`config.mk`:
```
export PLATFORM = sky130hd
export DESIGN_NAME = player_action_scheduler
export DESIGN_NICKNAME = d
export VERILOG_FILES = /design/src/rtl/player_action_scheduler.sv
export SDC_FILE = /design/constraint.sdc
export NUM_CORES = 1
export LEC_CHECK = 0
export CELL_PAD_IN_SITES_DETAIL_PLACEMENT = 0
export CELL_PAD_IN_SITES_GLOBAL_PLACEMENT = 1
export CORE_ASPECT_RATIO = 1.1
export CORE_MARGIN = 5
export CORE_UTILIZATION = 40
export CTS_CLUSTER_SIZE = 16
export DETAILED_ROUTE_END_ITERATION = 10
export PLACE_DENSITY_LB_ADDON = 0.08
export SETUP_SLACK_MARGIN = 0.05
export SYNTH_ARGS = -nofsm -noshare
export SYNTH_HDL_FRONTEND = slang
export SYNTH_SLANG_ARGS = --single-unit
```
`constraint.sdc`:
```
create_clock -name clk -period 2.3 [get_ports clk]
set_clock_uncertainty 0.2 [all_clocks]
set_input_delay 0.46 -clock clk [delete_from_list [all_inputs] [get_ports clk]]
set_output_delay 0.46 -clock clk [all_outputs]
set_load 0.05 [all_outputs]
```
`src/rtl/player_action_scheduler.sv`:
```
`default_nettype none
// ============================================================================
//  Module      : player_action_scheduler
//  Description : Rate-limited joystick column moves and cooldown-gated shot
//                offers (column + LFSR colour) over a valid/ready handshake.
//  Revision    : 1.0  initial release
// ============================================================================
module player_action_scheduler #(
    parameter int unsigned MAX_POS       = 7,
    parameter int unsigned MOVE_REPEAT   = 4,
    parameter int unsigned SHOT_COOLDOWN = 6,
    parameter logic [7:0]  LFSR_SEED     = 8'hA5
) (
    input  logic       clk,
    input  logic       rst,
    input  logic       en,
    input  logic       tick,
    input  logic [3:0] jstkPos,
    output logic [2:0] player_pos,
    output logic       move_pulse,
    output logic       shot_valid,
    output logic [2:0] shot_pos,
    output logic [1:0] shot_color,
    input  logic       shot_ready,
    output logic       busy
);

    localparam logic [2:0] c_max_pos   = 3'(MAX_POS);
    localparam logic [3:0] c_move_rep  = 4'(MOVE_REPEAT);
    localparam logic [3:0] c_cooldown  = 4'(SHOT_COOLDOWN);
    localparam logic [2:0] c_reset_pos = 3'd1;

    typedef enum logic [1:0] {
        S_IDLE  = 2'd0,
        S_OFFER = 2'd1,
        S_COOL  = 2'd2
    } state_t;

    // ------------------------------------------------------------------
    // Input decode and edge detection
    // ------------------------------------------------------------------
    logic w_fire;
    logic w_left;
    logic w_right;
    logic w_unused_jstk;

    assign w_fire        = jstkPos[0];
    assign w_left        = jstkPos[2];
    assign w_right       = jstkPos[3];
    assign w_unused_jstk = jstkPos[1];

    logic r_fire_q;
    logic r_left_q;
    logic r_right_q;

    // Direction is resolved before edge detection so that a hand-over from
    // left to a still-held right is seen as a fresh right press.
    logic w_dir_l;
    logic w_dir_r;
    logic w_prev_dir_l;
    logic w_prev_dir_r;
    logic w_dir_edge;
    logic w_fire_edge;

    assign w_dir_l      = w_left;
    assign w_dir_r      = w_right & ~w_left;
    assign w_prev_dir_l = r_left_q;
    assign w_prev_dir_r = r_right_q & ~r_left_q;
    assign w_dir_edge   = (w_dir_l & ~w_prev_dir_l) | (w_dir_r & ~w_prev_dir_r);
    assign w_fire_edge  = w_fire & ~r_fire_q;

    // ------------------------------------------------------------------
    // Move repeat timer and position
    // ------------------------------------------------------------------
    logic [3:0] r_rep_cnt;
    logic [3:0] w_rep_nxt;
    logic       w_move_req;
    logic [2:0] r_pos;
    logic [2:0] w_pos_nxt;
    logic       w_moved;
    logic       r_move_pulse;

    always_comb begin
        w_rep_nxt  = r_rep_cnt;
        w_move_req = 1'b0;
        if (!(w_dir_l | w_dir_r)) begin
            w_rep_nxt = 4'd0;
        end else if (en) begin
            if (w_dir_edge) begin
                w_move_req = 1'b1;
                w_rep_nxt  = c_move_rep;
            end else if (tick && (r_rep_cnt != 4'd0)) begin
                if (r_rep_cnt == 4'd1) begin
                    w_move_req = 1'b1;
                    w_rep_nxt  = c_move_rep;
                end else begin
                    w_rep_nxt = r_rep_cnt - 4'd1;
                end
            end
        end
    end

    always_comb begin
        w_pos_nxt = r_pos;
        if (w_move_req) begin
            if (w_dir_l) begin
                if (r_pos < c_max_pos) begin
                    w_pos_nxt = r_pos + 3'd1;
                end
            end else if (r_pos != 3'd0) begin
                w_pos_nxt = r_pos - 3'd1;
            end
        end
    end

    assign w_moved = (w_pos_nxt != r_pos);

    always_ff @(posedge clk) begin
        if (!rst) begin
            r_fire_q     <= 1'b0;
            r_left_q     <= 1'b0;
            r_right_q    <= 1'b0;
            r_rep_cnt    <= 4'd0;
            r_pos        <= c_reset_pos;
            r_move_pulse <= 1'b0;
        end else begin
            r_fire_q     <= w_fire;
            r_left_q     <= w_left;
            r_right_q    <= w_right;
            r_rep_cnt    <= w_rep_nxt;
            r_pos        <= w_pos_nxt;
            r_move_pulse <= w_moved;
        end
    end

    // ------------------------------------------------------------------
    // Colour LFSR: x^8 + x^6 + x^5 + x^4 + 1, free running
    // ------------------------------------------------------------------
    logic [7:0] r_lfsr;
    logic       w_lfsr_fb;
    logic [1:0] w_color;

    assign w_lfsr_fb = r_lfsr[7] ^ r_lfsr[5] ^ r_lfsr[4] ^ r_lfsr[3];
    assign w_color   = (r_lfsr[1:0] == 2'b11) ? 2'b00 : r_lfsr[1:0];

    always_ff @(posedge clk) begin
        if (!rst) begin
            r_lfsr <= LFSR_SEED;
        end else begin
            r_lfsr <= {r_lfsr[6:0], w_lfsr_fb};
        end
    end

    // ------------------------------------------------------------------
    // Shot FSM
    // ------------------------------------------------------------------
    state_t     r_state;
    state_t     w_state_nxt;
    logic [3:0] r_cd_cnt;
    logic [3:0] w_cd_nxt;
    logic       w_latch_shot;
    logic [2:0] r_shot_pos;
    logic [1:0] r_shot_color;

    always_comb begin
        w_state_nxt  = r_state;
        w_cd_nxt     = r_cd_cnt;
        w_latch_shot = 1'b0;
        case (r_state)
            S_IDLE: begin
                if (en && w_fire_edge) begin
                    w_latch_shot = 1'b1;
                    w_state_nxt  = S_OFFER;
                end
            end
            // The offer is held regardless of en until the bullet field takes it.
            S_OFFER: begin
                if (shot_ready) begin
                    w_state_nxt = S_COOL;
                    w_cd_nxt    = c_cooldown;
                end
            end
            S_COOL: begin
                if (en && tick) begin
                    if (r_cd_cnt <= 4'd1) begin
                        w_state_nxt = S_IDLE;
                        w_cd_nxt    = 4'd0;
                    end else begin
                        w_cd_nxt = r_cd_cnt - 4'd1;
                    end
                end
            end
            default: begin
                w_state_nxt = S_IDLE;
                w_cd_nxt    = 4'd0;
            end
        endcase
    end

    always_ff @(posedge clk) begin
        if (!rst) begin
            r_state      <= S_IDLE;
            r_cd_cnt     <= 4'd0;
            r_shot_pos   <= 3'd0;
            r_shot_color <= 2'd0;
        end else begin
            r_state  <= w_state_nxt;
            r_cd_cnt <= w_cd_nxt;
            if (w_latch_shot) begin
                r_shot_pos   <= r_pos;
                r_shot_color <= w_color;
            end
        end
    end

    assign player_pos = r_pos;
    assign move_pulse = r_move_pulse;
    assign shot_valid = (r_state == S_OFFER);
    assign shot_pos   = r_shot_pos;
    assign shot_color = r_shot_color;
    assign busy       = (r_state != S_IDLE);

endmodule
`default_nettype wire

```
## Yosys cells after proc, flatten, opt, wreduce, memory -nomap -nowiden

Cells that the tools add are included.
Widths: inputs -> output; s select.

- $add $sub $neg: 4
- Bitwise gates (word level): 15
- Order comparisons: 2
- Eq/ne operators: 9
- Reduce and logical (&&, ||, !) cells: 12
- Multiplexer cells: 24

Operators with widths:

| operator | number |
|---|---|
| $mux 4 | 6 |
| $mux 3 | 4 |
| $pmux 4 s3 | 1 |
| $mux 2 | 5 |
| $sub 4x1->4 const B | 2 |
| $mux 1 | 7 |
| $ne 2x2->1 const B | 3 |
| $pmux 2 s3 | 1 |
| $and 1x1->1 | 5 |
| $not 1->1 | 5 |
| $eq 2x2->1 const B | 2 |
| $eq 4x1->1 const B | 1 |
| $le 4x1->1 const B | 1 |
| $reduce_and 2->1 | 2 |
| $reduce_and 4->1 | 1 |
| $reduce_bool 2->1 | 2 |
| $reduce_bool 4->1 | 1 |
| $add 3x1->3 const B | 1 |
| $logic_and 1x1->1 | 3 |
| $lt 3x3->1 const B | 1 |
| $ne 3x3->1 | 1 |
| $reduce_and 3->1 | 1 |
| $reduce_bool 3->1 | 1 |
| $sub 3x1->3 const B | 1 |
| other kinds (5) | 8 |

- Bits in registers: 30
- Output and inout bits: 11
- Word-level logic and storage cells: 77
- Input port bits: 9

## Depth between registers and ports, before layout

- Depth in word-level cells: 10
- Mapped depth: 8
- Depth with buffers taken out: 7

## Least setup slack after synthesis

OpenSTA, ideal clock, no wires.

- Path type: register to register
- Start: register r_pos[0] (netlist: player_pos[0])
- End: register r_pos[0] (netlist: player_pos[0])
- Path buffers: 0
- Arrival: 1722 ps
- Clock period less this slack: 2058 ps
- Path slack: 242 ps
- Cell stages (with the launch flop): 7
- Library setup time: 136 ps
- Required time: 1964 ps
- Cell sequence: dfxtp_1 > inv_1 > ha_1 > and2b_2 > a221o_1 > nand2_1 > o211ai_1

- Cells in the longest elaborated chain, start to end: 4
- Elaborated cells on any way between the ends: 8
- Classes of those cells: add/sub: 2; order compare: 1; mux: 4; reduce/logical: 1

RTL lines:

| element | line | text |
|---|---|---|
| start, declared | 78 | `logic [2:0] r_pos;` |
| start signal, assigned | 124 | `r_pos <= c_reset_pos;` |
| start signal, assigned | 131 | `r_pos <= w_pos_nxt;` |
| $sub 3x1->3, or another cell as far along | 111 | `w_pos_nxt = r_pos - 3'd1;` |
| $mux 3, on equally long branches | 110, 107 |  |
| $mux 3 | 106 | `if (w_dir_l) begin` |
| $mux 3 (*) | 105 | `if (w_move_req) begin` |

Every way passes the cells marked *; elsewhere a longest branch is shown, timed or not.
A chain may end at the register's enable or synchronous reset.

## Worst setup path after layout

- Start: register r_shot_pos[2] (netlist: shot_pos[2])
- End: output port shot_pos[2]

RTL lines:

| element | line | text |
|---|---|---|
| start, declared | 162 | `logic [2:0] r_shot_pos;` |
| start signal, assigned | 210 | `r_shot_pos <= r_pos;` |
| end, declared | 22 | `output logic [2:0] shot_pos,` |

No word-level cell between the ends.

==> impl_metrics.toml <==
[cts]
clock-sinks = 30
worstSkewPairLatency_ns = 0.28
clk_path_buf_depth = 2
post_cts_buffers = 0
clk_transition_reported_paths_ns = 0.07
cts_tree = "done"
cts-root-buf = "clkbuf_8"
cts_resized = 0
numCtsBuffers = 5
cts_hold_buf = 0
h-tree-depth = 2

[sta]
whs_ns = 0.221
rsz0062_at_grt = "false"
timing.fmax_mhz = 477
min_period_ns = 2.09
fin_crit_sh_pct = 91.1
setup_violations = 0
worst_slew_margin_rel_pct = 63.2
final_max_slew_viol_count = 0
tightest_slew_ns = 0.548
hold_violations = 0

[placed_design]
place_congestion = 0.805
placed_cell_area_sq_mm = 0.00173
io_buffers = 18
dp_hpwl_um = 2280

[die]
start_util_pct = 40.7
die_w_um = 67.5
core_area_sq_mm = 0.00357
row_count = 23
dieArea_sq_mm = 0.00494
die_y_um = 73.2
ioPinCount = 20

[critical_path]
path_buf_inv = 1
cp_max_fo = 2
criticalPathCategory = "reg2out"
cpMaxStageDelayCell = "clkdlybuf4s50_1"
end_kind = "output pin"
critical_path.max_stage_delay_ns = 0.81
arrival_ns = 1.43
worstPathCellList = "clkdlybuf4s50_1"
critical_path_depth = 1
reg2reg_depth = 6
crit_family = "buffers and inverters"
required_ns = 1.64
startpoint_type = "flop"

[cells_and_area]
diodes = 0
stdcell_area_sq_mm = 0.00183
area_growth_syn_to_layout_pct = 26.1
fill_cells = 388
nets = 213
drive_gt1_share_pct = 14.9
utilization_pct = 51.4

[drt]
routed_via_density = 4.93
routed_wl_um = 2950
post_drt_wl_per_cell_um = 12.0
drc = 0
ant_nets = 0
num_vias = 1207
dr.first_iter.drc_count = 86
first_pass_iters = 4

[power]
p_leak_nw = 0.733
ir_drop_v = 0.000445
power_density_mw_per_mm2 = 838
power.total_w = 0.00154

[flow_run]
cap_violations = 0

[synth]
avgSynthCellArea_sq_um = 8.87
synth_edf_count = 0
syn_inst = 164
synth_common_cells = "30 x dfxtp_1, 18 x nor2_1, 16 x a21oi_1"
synth_nets = 183
ys_top_cells_by_area = "dfxtp_1 41%, ha_1 8.6%, a21oi_1 5.5%"
ys_types = 44
synthArstFlopShare_pct = 0
synth-seq-cells = 30
yosysTopAreaCell = "dfxtp_1"
yosysTopAreaCellShare_pct = 41.3
synth-warning-count = 0
synthFlopType = "dfxtp_1"
syn-cell-area_sq_mm = 0.00145
synth.most_common_cell = "dfxtp_1"
seq_area_frac_synth_pct = 41.3

[grt]
grt_usage_pct = 14.0
antenna_found_initial = 0
grt_max_degree = 14
grt_pass1_vias = 1174
overflow = 0
grt_pass1_wl_um = 5190

[run_status]
status = "finished, final reports clean"

[hold_path]
hold_path_depth = 1
hold_class = "reg2reg"
sequential cells by signal, indices dropped and copies added, names as in the netlist:
register    flops
move_pulse      1
r_rep_cnt       4
r_cd_cnt        4
r_left_q        1
r_state         2
shot_color      2
r_fire_q        1
player_pos      3
r_lfsr          8
r_right_q       1
shot_pos        3
power by group:
part | leakage [nW] | internal (W) | switching, W | total, W
Clock | 0.0472 | 0.000240 | 0.000199 | 0.000439
Combinational | 0.439 | 0.000196 | 0.000307 | 0.000503
Sequential | 0.246 | 0.000565 | 0.0000283 | 0.000593
Total | 0.733 | 0.00100 | 0.000535 | 0.00154
cells in the final DEF, fill, tap and decap left out, types with 3 or more instances in the layout:
master / Yosys / final
a21oi_1: 16 / 16
nand2b_1: 3 / 3
nor3b_1: 5 / 5
o211ai_1: 3 / 3
ha_1: 10 / 10
clkbuf_8: 0 / 6
nand2_1: 13 / 13
o21ai_0: 6 / 6
clkdlybuf4s50_1: 0 / 13
nor2_1: 18 / 18
and2_1: 6 / 6
inv_1: 11 / 11
nand3_1: 3 / 3
xor2_1: 3 / 3
dfxtp_1: 30 / 30
buf_4: 0 / 12
kinds of logic after synthesis:
family	synth area share (%)
compound gates	19.6
xor+xnor	3.01
fa+ha+maj	8.61
buf+inv	5.08
flops	41.3
simple gates	22.4
layout make-up:
cell class	count	area [sq um]	share of cell area (%)
Clock buffer	6	82.6	4.51
Clock inverter	2	12.5	0.683
Inverter	12	50.0	2.73
Multi-Input combinational cell	118	779	42.5
Sequential cell	30	601	32.8
Tap cell	50	62.6	3.41
Timing Repair Buffer	27	245	13.4
stage by stage:
stage | worst slack [ns] | std cells | TNS (ns)
6_report | 0.205 | 245 | 0
5_1_grt | 0.122 | 245 | 0
4_1_cts | 0.0606 | 245 | 0
3_5_place_dp | -0.0417 | 237 | -0.0777
3_3_place_gp | -0.0145 | 237 | -0.0157
2_1_floorplan | 0.242 | 164 | 0
routing by layer:
layer  vias to the layer above  GRT usage, %  wire (um)
met5                         -             0          0
met4                         0          5.18         45
met3                         5          4.93        126
met2                        17          22.2       1360
met1                       560          17.2       1410
li1                        625             -          -
path summary, 6_finish.rpt:
path	startpoint	end	slack, ns
min	r_lfsr[6]$_SDFF_PN0_	r_lfsr[7]$_SDFF_PN1_	0.22
min reg2reg	r_lfsr[6]$_SDFF_PN0_	r_lfsr[7]$_SDFF_PN1_	0.22
max	shot_pos[2]$_SDFFE_PN0P_	shot_pos[2]	0.21
max reg2reg	r_rep_cnt[0]$_SDFFE_PN0P_	player_pos[2]$_SDFF_PN0_	0.38
Power figures use the tool's default switching activity.
